==> config.mk <==
export PLATFORM = sky130hd
export DESIGN_NAME = ingress_flit_arbiter
export DESIGN_NICKNAME = d
export VERILOG_FILES = /design/src/rtl/ingress_flit_arbiter.sv
export SDC_FILE = /design/constraint.sdc
export NUM_CORES = 1
export LEC_CHECK = 0
export ABC_AREA = 1
export ABC_CLOCK_PERIOD_IN_PS = 5960
export CAP_MARGIN = 20
export CORE_AREA = 2 2 268 270
export CTS_CLUSTER_DIAMETER = 120
export CTS_CLUSTER_SIZE = 16
export DETAILED_ROUTE_END_ITERATION = 12
export DIE_AREA = 0 0 270 272
export PLACE_DENSITY = 0.53
export SYNTH_ARGS = -nofsm -noshare
export SYNTH_HDL_FRONTEND = slang
export SYNTH_SLANG_ARGS = --single-unit
export TNS_END_PERCENT = 1
==> constraint.sdc <==
create_clock -name clock -period 5.96 [get_ports clock]
set_clock_uncertainty 0.1 [all_clocks]
set_input_delay 0.894 -clock clock [delete_from_list [all_inputs] [get_ports clock]]
set_output_delay 0.894 -clock clock [all_outputs]
set_load 0.05 [all_outputs]
==> src/rtl/ingress_flit_arbiter.sv <==
// Packet-atomic round-robin arbiter: NUM_REQ flit sources share one NoC ingress
// channel through a one-entry registered output stage with valid/ready.
module ingress_flit_arbiter #(
    parameter int NUM_REQ      = 4,
    parameter int EGRESS_BITS  = 64,
    parameter int PAYLOAD_BITS = 64,
    parameter int CNT_BITS     = 32
) (
    input  logic                            clock,
    input  logic                            reset,
    input  logic [NUM_REQ-1:0]              req_valid,
    input  logic [NUM_REQ-1:0]              req_head,
    input  logic [NUM_REQ-1:0]              req_tail,
    input  logic [NUM_REQ*EGRESS_BITS-1:0]  req_egress_id,
    input  logic [NUM_REQ*PAYLOAD_BITS-1:0] req_payload,
    output logic [NUM_REQ-1:0]              req_ready,
    output logic                            out_valid,
    output logic                            out_head,
    output logic                            out_tail,
    output logic [EGRESS_BITS-1:0]          out_egress_id,
    output logic [PAYLOAD_BITS-1:0]         out_payload,
    input  logic                            out_ready,
    output logic [CNT_BITS-1:0]             pkt_count,
    output logic                            protocol_error
);

    localparam int PTR_W = $clog2(NUM_REQ);

    typedef enum logic {
        ST_IDLE   = 1'b0,
        ST_LOCKED = 1'b1
    } state_t;

    state_t                    r_state;
    state_t                    w_state_nxt;
    logic [PTR_W-1:0]          r_rr_ptr;
    logic [PTR_W-1:0]          r_owner;
    logic                      r_out_valid;
    logic                      r_out_head;
    logic                      r_out_tail;
    logic [EGRESS_BITS-1:0]    r_out_egress;
    logic [PAYLOAD_BITS-1:0]   r_out_payload;
    logic [CNT_BITS-1:0]       r_pkt_count;
    logic                      r_perr;

    logic [NUM_REQ-1:0]        w_cand;
    logic                      w_found;
    logic [PTR_W-1:0]          w_winner;
    logic [PTR_W-1:0]          w_sel;
    logic [PTR_W-1:0]          w_sel_inc;
    logic [NUM_REQ-1:0]        w_ready;
    logic                      w_slot_free;
    logic                      w_accept;
    logic                      w_sel_head;
    logic                      w_sel_tail;
    logic [EGRESS_BITS-1:0]    w_sel_egress;
    logic [PAYLOAD_BITS-1:0]   w_sel_payload;
    logic                      w_lone_nonhead;

    assign w_cand      = req_valid & req_head;
    assign w_slot_free = !r_out_valid || out_ready;

    // Descending scan so the candidate closest to rr_ptr is written last and wins.
    always_comb begin
        int w_idx;
        w_found  = 1'b0;
        w_winner = '0;
        for (int i = NUM_REQ - 1; i >= 0; i--) begin
            w_idx = int'(r_rr_ptr) + i;
            if (w_idx >= NUM_REQ) w_idx = w_idx - NUM_REQ;
            if (w_cand[w_idx]) begin
                w_found  = 1'b1;
                w_winner = PTR_W'(w_idx);
            end
        end
    end

    always_ff @(posedge clock or negedge reset) begin
        if (!reset) r_state <= ST_IDLE;
        else        r_state <= w_state_nxt;
    end

    always_comb begin
        w_state_nxt = r_state;
        w_ready     = '0;
        w_sel       = r_owner;
        w_accept    = 1'b0;
        case (r_state)
            ST_IDLE: begin
                w_sel = w_winner;
                if (w_found && w_slot_free) w_ready[w_winner] = 1'b1;
            end
            ST_LOCKED: w_ready[r_owner] = w_slot_free;
            default: ;
        endcase
        if (!reset) w_ready = '0;
        w_accept = |(w_ready & req_valid);
        if (w_accept) begin
            if (r_state == ST_IDLE && !req_tail[w_sel])
                w_state_nxt = ST_LOCKED;
            else if (r_state == ST_LOCKED && req_tail[w_sel])
                w_state_nxt = ST_IDLE;
        end
    end

    always_comb begin
        w_sel_egress  = '0;
        w_sel_payload = '0;
        for (int i = 0; i < NUM_REQ; i++) begin
            if (w_sel == PTR_W'(i)) begin
                w_sel_egress  = req_egress_id[i*EGRESS_BITS +: EGRESS_BITS];
                w_sel_payload = req_payload[i*PAYLOAD_BITS +: PAYLOAD_BITS];
            end
        end
    end

    assign w_sel_head = req_head[w_sel];
    assign w_sel_tail = req_tail[w_sel];
    assign w_sel_inc  = (w_sel == PTR_W'(NUM_REQ - 1)) ? '0 : w_sel + 1'b1;

    // A lone non-head flit in IDLE can never be granted: flag it.
    assign w_lone_nonhead = (r_state == ST_IDLE) && $onehot(req_valid) && (w_cand == '0);

    always_ff @(posedge clock or negedge reset) begin
        if (!reset) begin
            r_rr_ptr      <= '0;
            r_owner       <= '0;
            r_out_valid   <= 1'b0;
            r_out_head    <= 1'b0;
            r_out_tail    <= 1'b0;
            r_out_egress  <= '0;
            r_out_payload <= '0;
            r_pkt_count   <= '0;
            r_perr        <= 1'b0;
        end else begin
            if (w_accept) begin
                r_out_valid   <= 1'b1;
                r_out_head    <= w_sel_head;
                r_out_tail    <= w_sel_tail;
                r_out_egress  <= w_sel_egress;
                r_out_payload <= w_sel_payload;
            end else if (out_ready) begin
                r_out_valid   <= 1'b0;
            end
            if (w_accept && r_state == ST_IDLE) r_owner <= w_winner;
            if (w_accept && w_sel_tail) begin
                r_rr_ptr    <= w_sel_inc;
                r_pkt_count <= r_pkt_count + 1'b1;
            end
            if (w_lone_nonhead || (w_accept && r_state == ST_LOCKED && w_sel_head))
                r_perr <= 1'b1;
        end
    end

    assign req_ready      = w_ready;
    assign out_valid      = r_out_valid;
    assign out_head       = r_out_head;
    assign out_tail       = r_out_tail;
    assign out_egress_id  = r_out_egress;
    assign out_payload    = r_out_payload;
    assign pkt_count      = r_pkt_count;
    assign protocol_error = r_perr;

endmodule

==> results of run 1 <==
metrics by stage:
stage | utilization | instances
CTS | 0.290 | 3428
floorplan | - | 1860
detailed placement | 0.282 | 3396
global route | 0.290 | 3432
finish | 0.290 | 3433
global placement | 0.282 | 3396
final timing paths:
check                                start                end  slack [ns]  depth (start not counted)
setup / recovery              req_valid[1]       req_ready[3]        1.51                         14
hold / removal                       reset     out_payload[0]        0.29                          1
setup reg to reg               r_rr_ptr[0]  out_egress_id[52]        2.16                         20
hold reg to reg            out_payload[51]    out_payload[51]        0.37                          2
max in group asynchronous            reset   out_egress_id[0]        4.18                          2
min in group clock         out_payload[51]    out_payload[51]        0.37                          2
flip-flops by register name (all words and copies together) (netlist names):
name,cells
out_egress_id,64
protocol_error,1
pkt_count,32
r_rr_ptr,2
out_valid,1
r_state,1
out_head,1
r_owner,2
out_tail,1
out_payload,64
final cells by class:
cell class | count | area, um^2
well taps | 950 | 1190
repair buffers | 725 | 7330
diodes | 5 | 12.5
flip-flops and latches | 169 | 4230
inverters | 53 | 209
multi-input cells | 1499 | 7010
fillers | 7795 | 50200
clock inverters | 12 | 110
clock buffers | 20 | 447
report_power, final:
group          total [mW]  leakage (nW)  switching (mW)  internal (mW)
registers            1.91          2.18           0.308           1.60
clock network        1.13         0.268           0.568          0.559
logic                10.1          6.38            6.90           3.17
kinds of logic after synthesis:
kind of cell | after synthesis
simple gates | 1062
buf+inv | 192
xor+xnor | 30
compound gates | 398
flops | 169
fa+ha+maj | 9
Yosys cell counts, types with 10 or more instances:
cell type	instances	area, um^2
sky130_fd_sc_hd__nand2_1	712	2670
sky130_fd_sc_hd__clkbuf_1	91	342
sky130_fd_sc_hd__buf_2	16	80.1
sky130_fd_sc_hd__dfrtp_1	169	4230
sky130_fd_sc_hd__a21oi_1	133	666
sky130_fd_sc_hd__o21ai_0	260	1300
sky130_fd_sc_hd__nand3_1	185	926
sky130_fd_sc_hd__nand2_2	95	594
sky130_fd_sc_hd__inv_1	46	173
sky130_fd_sc_hd__nor2_1	31	116
sky130_fd_sc_hd__xor2_1	24	210
sky130_fd_sc_hd__buf_8	10	150
sky130_fd_sc_hd__nor3_1	21	105
layer usage:
metal / routed length, um / GRT usage / up-vias
li1: - / - / 7296
met1: 29600 / 0.230 / 7100
met2: 30500 / 0.281 / 583
met3: 4370 / 0.0485 / 100
met4: 2060 / 0.0604 / 10
met5: 60 / 0 / -
==> out/qor.json, run 1 <==
{
  "grt_antenna_before_repair": 15,
  "route.detailed.vias_per_inst": 4.40,
  "initial_utilization": 0.171,
  "row_count": 98,
  "place.detailed.hpwl_mm": 50.9,
  "fin_ws_ns": 1.51,
  "clockRootBuffer": "sky130_fd_sc_hd__clkbuf_16",
  "setup_total_negative_slack_ns": 0,
  "preCtsSetupSlack_ns": 1.25,
  "slew_violations": 0,
  "result_of_the_run": "finished, final reports clean",
  "dominant_combinational_cell_family_by_area_after_synthesis": "simple AND/OR/NAND/NOR gates",
  "simple_gate_portion_of_the_synthesized_area": 0.376,
  "slowest_delay_ns": 0.85,
  "crit_path_start_kind": "input port",
  "syn-cell-area_mm2": 0.0121,
  "most_used_cells_in_the_layout_excluding_fill_and_tap_cells": "sky130_fd_sc_hd__nand2_1, sky130_fd_sc_hd__clkdlybuf4s50_1, sky130_fd_sc_hd__o21ai_0, sky130_fd_sc_hd__nand3_1, sky130_fd_sc_hd__dfrtp_1",
  "min_path_type": "in2async",
  "path_clk_slew_ns": 0.08,
  "synth-compound-area-share": 0.166,
  "clock_tree.htree_level_count": 4,
  "synthMuxAreaShare": 0,
  "cts_buffer_depth": 2,
  "place_area_mm2": 0.0200,
  "synth_ff_type": "sky130_fd_sc_hd__dfrtp_1",
  "final_layout_size_suffix_gt1_frac": 0.0718,
  "timing.final.crit_share": 0.747,
  "mostFrequentLayoutCell": "sky130_fd_sc_hd__nand2_1",
  "die_x_um": 270,
  "grt_setup_unrepaired": "no",
  "cp_slowest_cell": "sky130_fd_sc_hd__clkdlybuf4s50_1",
  "postRouteAntennaNets": 0,
  "hold_viol": 0,
  "clock_latency_on_the_worst_skew_pair_ns": 0.48,
  "yosysSeqAreaShare": 0.349,
  "placeableCoreArea_mm2": 0.0708,
  "global_route.usage.total": 0.177,
  "io_pins": 695,
  "cts.sink_count": 169,
  "path_delay_family": "buffers and inverters",
  "drc": 0,
  "max-slew-margin-rel": 0.364,
  "ff_latch_count_synth": 169,
  "timing.critical_path.to_type": "output pin",
  "synth_enable_flop_cells": 0,
  "vias_in_the_first_global_route": 14700,
  "vdd.ir_drop.worst_v": 0.000449,
  "num-nets-final": 3001,
  "design.die.area_mm2": 0.0734,
  "static-leakage-power_nw": 8.83,
  "crit_path_cell_trace": "clkdlybuf4s50_1 -> nand2_1 -> nand2_1 -> nand3_1 -> nand2_1 -> inv_2 -> nand2_1 -> nand2_1 -> nand2_1 -> nand2_1 -> nand2_2 -> inv_1 -> nor3_1 -> clkdlybuf4s50_1",
  "power_per_cell_area_mw_per_mm2": 638,
  "synth-async-reset-ratio": 1.00,
  "yosys.area_share.adder": 0.00992,
  "max_slew.worst_pin.slew_ns": 0.950,
  "synth-warning-count": 0,
  "drtPass1Iterations": 7,
  "setup_violations": 0,
  "wl_per_cell_um": 19.4,
  "fmaxAchievable_ghz": 0.225,
  "report.power.total_mw": 13.1,
  "chipHeight_um": 272,
  "path_max_fanout": 4,
  "cts_setup_buffers": 0,
  "postCtsHoldBufs": 0,
  "postSynthAreaPerCell_um2": 6.51,
  "crit_required_ns": 4.97,
  "maxCapViolCount": 0,
  "synthesis.instances": 1860,
  "final.hold.worst_slack_ns": 0.293,
  "grt_remaining_overflow": 0,
  "xor_xnor_cell_area_share_of_the_yosys_netlist": 0.0217,
  "finalWorstPathRequiredPeriod_ns": 4.45,
  "place_congestion": 0.871,
  "cts_repair_resizes": 0,
  "finalInstanceArea_mm2": 0.0205,
  "maximum_number_of_pins_on_one_net_before_global_route_repair": 83,
  "most_frequent_cell_on_critical_path": "sky130_fd_sc_hd__nand2_1",
  "vias": 15100,
  "crit_type": "in2out",
  "tritoncts": "built",
  "cts-buffers-inserted": 17,
  "grt_pass1_wl_mm": 97.4,
  "worstPathBufferInverterCount": 4,
  "arrival_ns": 3.46,
  "buffer_ports.inserted": 694,
  "synth.net_count": 2396,
  "unique_cell_type_count_in_the_yosys_netlist": 30,
  "route.final.wire_length_mm": 66.6,
  "detailedRoute.firstIterationViolations": 828,
  "flow.area_growth_from_synthesis_pct": 69.6
}
Note: power is estimated with default switching activity, not from simulation.
==> run 2, diff against run 1 <==
ABC_CLOCK_PERIOD_IN_PS = 3900   (was 5960)
CORE_AREA = 2 2 269 271   (was 2 2 268 270)
DIE_AREA = 0 0 271 273   (was 0 0 270 272)
PLACE_DENSITY = 0.54   (was 0.53)
clock period = 3.9 ns   (was 5.96 ns; I/O delays follow)
==> out/qor.json, run 2 (synthesis results as in run 1) <==
{
  "chipHeight": {"value": 273, "unit": "um", "change": "+0.37%"},
  "crit_required": {"value": 4.22, "unit": "ns", "change": "-0.75 ns"},
  "timing.final.crit_share": 0.860,
  "cts_buffer_depth": {"value": 2, "change": "unchanged"},
  "cts-buffers-inserted": {"value": 17, "change": "unchanged"},
  "initial_utilization": {"value": 0.171, "change": "-0.000591"},
  "reg2reg_slack": {"value": 0.63, "unit": "ns", "change": "-1.53 ns"},
  "drc": {"value": 0, "change": "unchanged"},
  "result_of_the_run": "finished, final reports clean",
  "end_point_of_the_most_critical_hold_path": "out_payload[39]",
  "grt_remaining_overflow": {"value": 0, "change": "unchanged"},
  "num-nets-final": {"value": 3028, "change": "+0.90%"},
  "clock_latency_on_the_worst_skew_pair": {"value": 0.49, "unit": "ns", "change": "about the same"},
  "rr_worst_depth": {"value": 20, "change": "unchanged"},
  "power.sequential.fraction": {"value": 0.143, "change": "-0.002"},
  "clockRootBuffer": "sky130_fd_sc_hd__clkbuf_16",
  "fmaxAchievable_ghz": 0.298,
  "most_used_cells_in_the_layout_excluding_fill_and_tap_cells": "sky130_fd_sc_hd__nand2_1, sky130_fd_sc_hd__clkdlybuf4s50_1, sky130_fd_sc_hd__o21ai_0, sky130_fd_sc_hd__nand3_1, sky130_fd_sc_hd__dfrtp_1",
  "setup_violations": {"value": 0, "change": "unchanged"},
  "max-slew-margin-rel": {"value": 0.483, "change": "+0.119"},
  "preCtsSetupSlack": {"value": 0.0559, "unit": "ns", "change": "-1.19 ns"},
  "worstPathBufferInverterCount": {"value": 5, "change": "+1"},
  "maxCapViolCount": {"value": 0, "change": "unchanged"},
  "clock_power_share": {"value": 0.087, "change": "about the same"},
  "place_congestion": {"value": 0.911, "change": "+4.6%"},
  "cts_setup_buffers": {"value": 0, "change": "unchanged"},
  "combPwrFrac": {"value": 0.770, "change": "about the same"},
  "most_frequent_cell_on_critical_path": "sky130_fd_sc_hd__nand2_1",
  "buffer_ports.inserted": {"value": 694, "change": "unchanged"},
  "worst_hold_startpoint": "out_payload[39]",
  "arrival": {"value": 3.68, "unit": "ns", "change": "+0.22 ns"},
  "postRouteAntennaNets": {"value": 0, "change": "unchanged"},
  "static-leakage-power": {"value": 9.00, "unit": "nW", "change": "+2.0%"},
  "slowest_delay": {"value": 0.55, "unit": "ns", "change": "-0.30 ns"},
  "crit_type": "in2reg",
  "place.detailed.hpwl": {"value": 50.8, "unit": "mm", "change": "about the same"},
  "hold-path-cell-count": 2,
  "path_clk_slew": {"value": 0.07, "unit": "ns", "change": "about the same"},
  "die_x": {"value": 271, "unit": "um", "change": "+0.37%"},
  "final-instance-count-excl-fill": {"value": 3456, "change": "+0.67%"},
  "clock_tree.htree_level_count": {"value": 4, "change": "unchanged"},
  "final_layout_size_suffix_gt1_frac": {"value": 0.0826, "change": "+0.0108"},
  "vias_in_the_first_global_route": {"value": 14800, "change": "+0.14%"},
  "grt_setup_unrepaired": "no",
  "cts.sink_count": {"value": 169, "change": "unchanged"},
  "io_pins": {"value": 695, "change": "unchanged"},
  "switching_fraction": {"value": 0.577, "change": "-0.0160"},
  "vdd.ir_drop.worst": {"value": 0.000974, "unit": "V", "change": "+120%"},
  "report.power.total": {"value": 20.6, "unit": "mW", "change": "+57%"},
  "detailedRoute.firstIterationViolations": {"value": 814, "change": "-1.7%"},
  "crit_path_start_kind": "input port",
  "switching_pwr": {"value": 11.9, "unit": "mW", "change": "+53%"},
  "max_slew.worst_pin.slew": {"value": 0.775, "unit": "ns", "change": "-0.175 ns"},
  "min_path_type": "reg2reg",
  "path_delay_family": "buffers and inverters",
  "power_per_cell_area": {"value": 988, "unit": "mW/mm^2", "change": "+55%"},
  "slew_violations": {"value": 0, "change": "unchanged"},
  "path_max_fanout": {"value": 66, "change": "+62"},
  "global_route.usage.total": {"value": 0.170, "change": "-0.00621"},
  "row_count": {"value": 98, "change": "unchanged"},
  "post-place-cells": {"value": 3422, "change": "+0.77%"},
  "hold_viol": {"value": 0, "change": "unchanged"},
  "cp_slowest_cell": "sky130_fd_sc_hd__clkdlybuf4s50_1",
  "finalWorstPathRequiredPeriod_ns": 3.36,
  "timing.critical_path.to_type": "flop",
  "placeableCoreArea": {"value": 0.0710, "unit": "mm^2", "change": "+0.35%"},
  "wl_per_cell": {"value": 18.9, "unit": "um", "change": "-2.7%"},
  "power_report.internal_total": {"value": 8.71, "unit": "mW", "change": "+63%"},
  "grt_antenna_before_repair": {"value": 5, "change": "-10"},
  "layout.core_utilization": {"value": 0.294, "change": "+0.00360"},
  "vias": {"value": 14800, "change": "-1.7%"},
  "mostFrequentLayoutCell": "sky130_fd_sc_hd__nand2_1",
  "design.die.area": {"value": 0.0740, "unit": "mm^2", "change": "+0.74%"},
  "maximum_number_of_pins_on_one_net_before_global_route_repair": {"value": 86, "change": "+3.6%"},
  "flow.area_growth_from_synthesis_pct": 72.3,
  "fin_ws": {"value": 0.544, "unit": "ns", "change": "-0.962 ns"},
  "route.detailed.vias_per_inst": {"value": 4.29, "change": "-2.3%"},
  "worst_r2r_startpoint": "r_rr_ptr[0]",
  "grt_pass1_wl": {"value": 94.2, "unit": "mm", "change": "-3.3%"},
  "crit_path_cell_trace": "clkdlybuf4s50_1 -> nand2_1 -> nand2_1 -> nand3_1 -> nand2_1 -> inv_2 -> nand3_1 -> nand3_1 -> o21ai_1 -> buf_4 -> ha_4 -> buf_12 -> buf_4 -> a21oi_1 -> nand2_1 -> o21ai_0 -> o21ai_0 -> nand2_1 -> nand2_1",
  "setup_total_negative_slack": {"value": 0, "unit": "ns", "change": "unchanged"},
  "regToRegEndpoint": "out_payload[47]",
  "tritoncts": "built",
  "drtPass1Iterations": {"value": 5, "change": "-2"},
  "route.final.wire_length": {"value": 65.2, "unit": "mm", "change": "-2.1%"}
}
[run 2: cell count changes in the layout (fill, tap and decap cells not counted), sizes merged]
| cell | change |
|---|---|
| buf | +30 |
| bufinv | +2 |
| clkbuf | +1 |
| clkdlybuf4s50 | -4 |
| clkinv | -2 |
| clkinvlp | +1 |
| diode | -4 |
| dlygate4sd3 | +1 |
| inv | -2 |
[run 2: per-stage QoR]
stage,hold WS [ns],area (um^2)
2_1_floorplan,0.189,12100
3_3_place_gp,0.354,20300
3_5_place_dp,0.357,20300
4_1_cts,0.376,20900
5_1_grt,0.397,20900
6_report,0.371,20900
[run 2: how the worst max path moves through the flow]
stage	start	end	slack (ns)	depth (start not counted)
after global routing	req_head[1]	out_egress_id[52]	0.26	20
after global placement	req_head[1]	out_egress_id[52]	0.07	19
after floorplan	req_valid[3]	req_ready[3]	0.82	11
after CTS	req_head[3]	out_egress_id[52]	0.60	19
final	req_head[1]	out_payload[47]	0.54	19
after detailed placement	req_valid[3]	out_egress_id[52]	0.06	19
[run 2: worst min-delay path: cells and delay by family, from the launching register on]
family,cells,cell delay [ns]
flip-flops,1,0.34
AND/OR/NAND/NOR,2,0.10
[run 2: power groups by stage]
stage | registers [mW] | clock network [mW] | logic, mW
4_1_cts | 2.95 | 1.90 | 16.1
3_5_place_dp | 2.97 | 0 | 16.0
6_report | 2.94 | 1.80 | 15.9
3_3_place_gp | 2.96 | 0 | 16.0
2_1_floorplan | 4.93 | 0 | 8.10
5_1_grt | 3.03 | 1.95 | 17.5
[run 2: cell type report]
class,instances,area (um^2)
clock buffers,21,450
diodes,1,2.50
repair buffers,752,7640
well taps,950,1190
clock inverters,11,135
flip-flops and latches,169,4230
fillers,7752,50100
multi-input cells,1499,7010
inverters,53,209
[run 2: timing repair]
action,in CTS,in global routing
hold buffers,1,0
gates resized for setup,0,0
hold endpoints to repair,32,0
endpoints found under the setup margin,0,0
[run 2: metal layers]
| metal | global-route usage | up-vias | share of wire |
|---|---|---|---|
| met5 | 0 | - | 0.00041 |
| met4 | 0.0547 | 4 | 0.025 |
| met3 | 0.0461 | 78 | 0.065 |
| met2 | 0.289 | 539 | 0.49 |
| met1 | 0.209 | 6874 | 0.42 |
| li1 | - | 7344 | - |
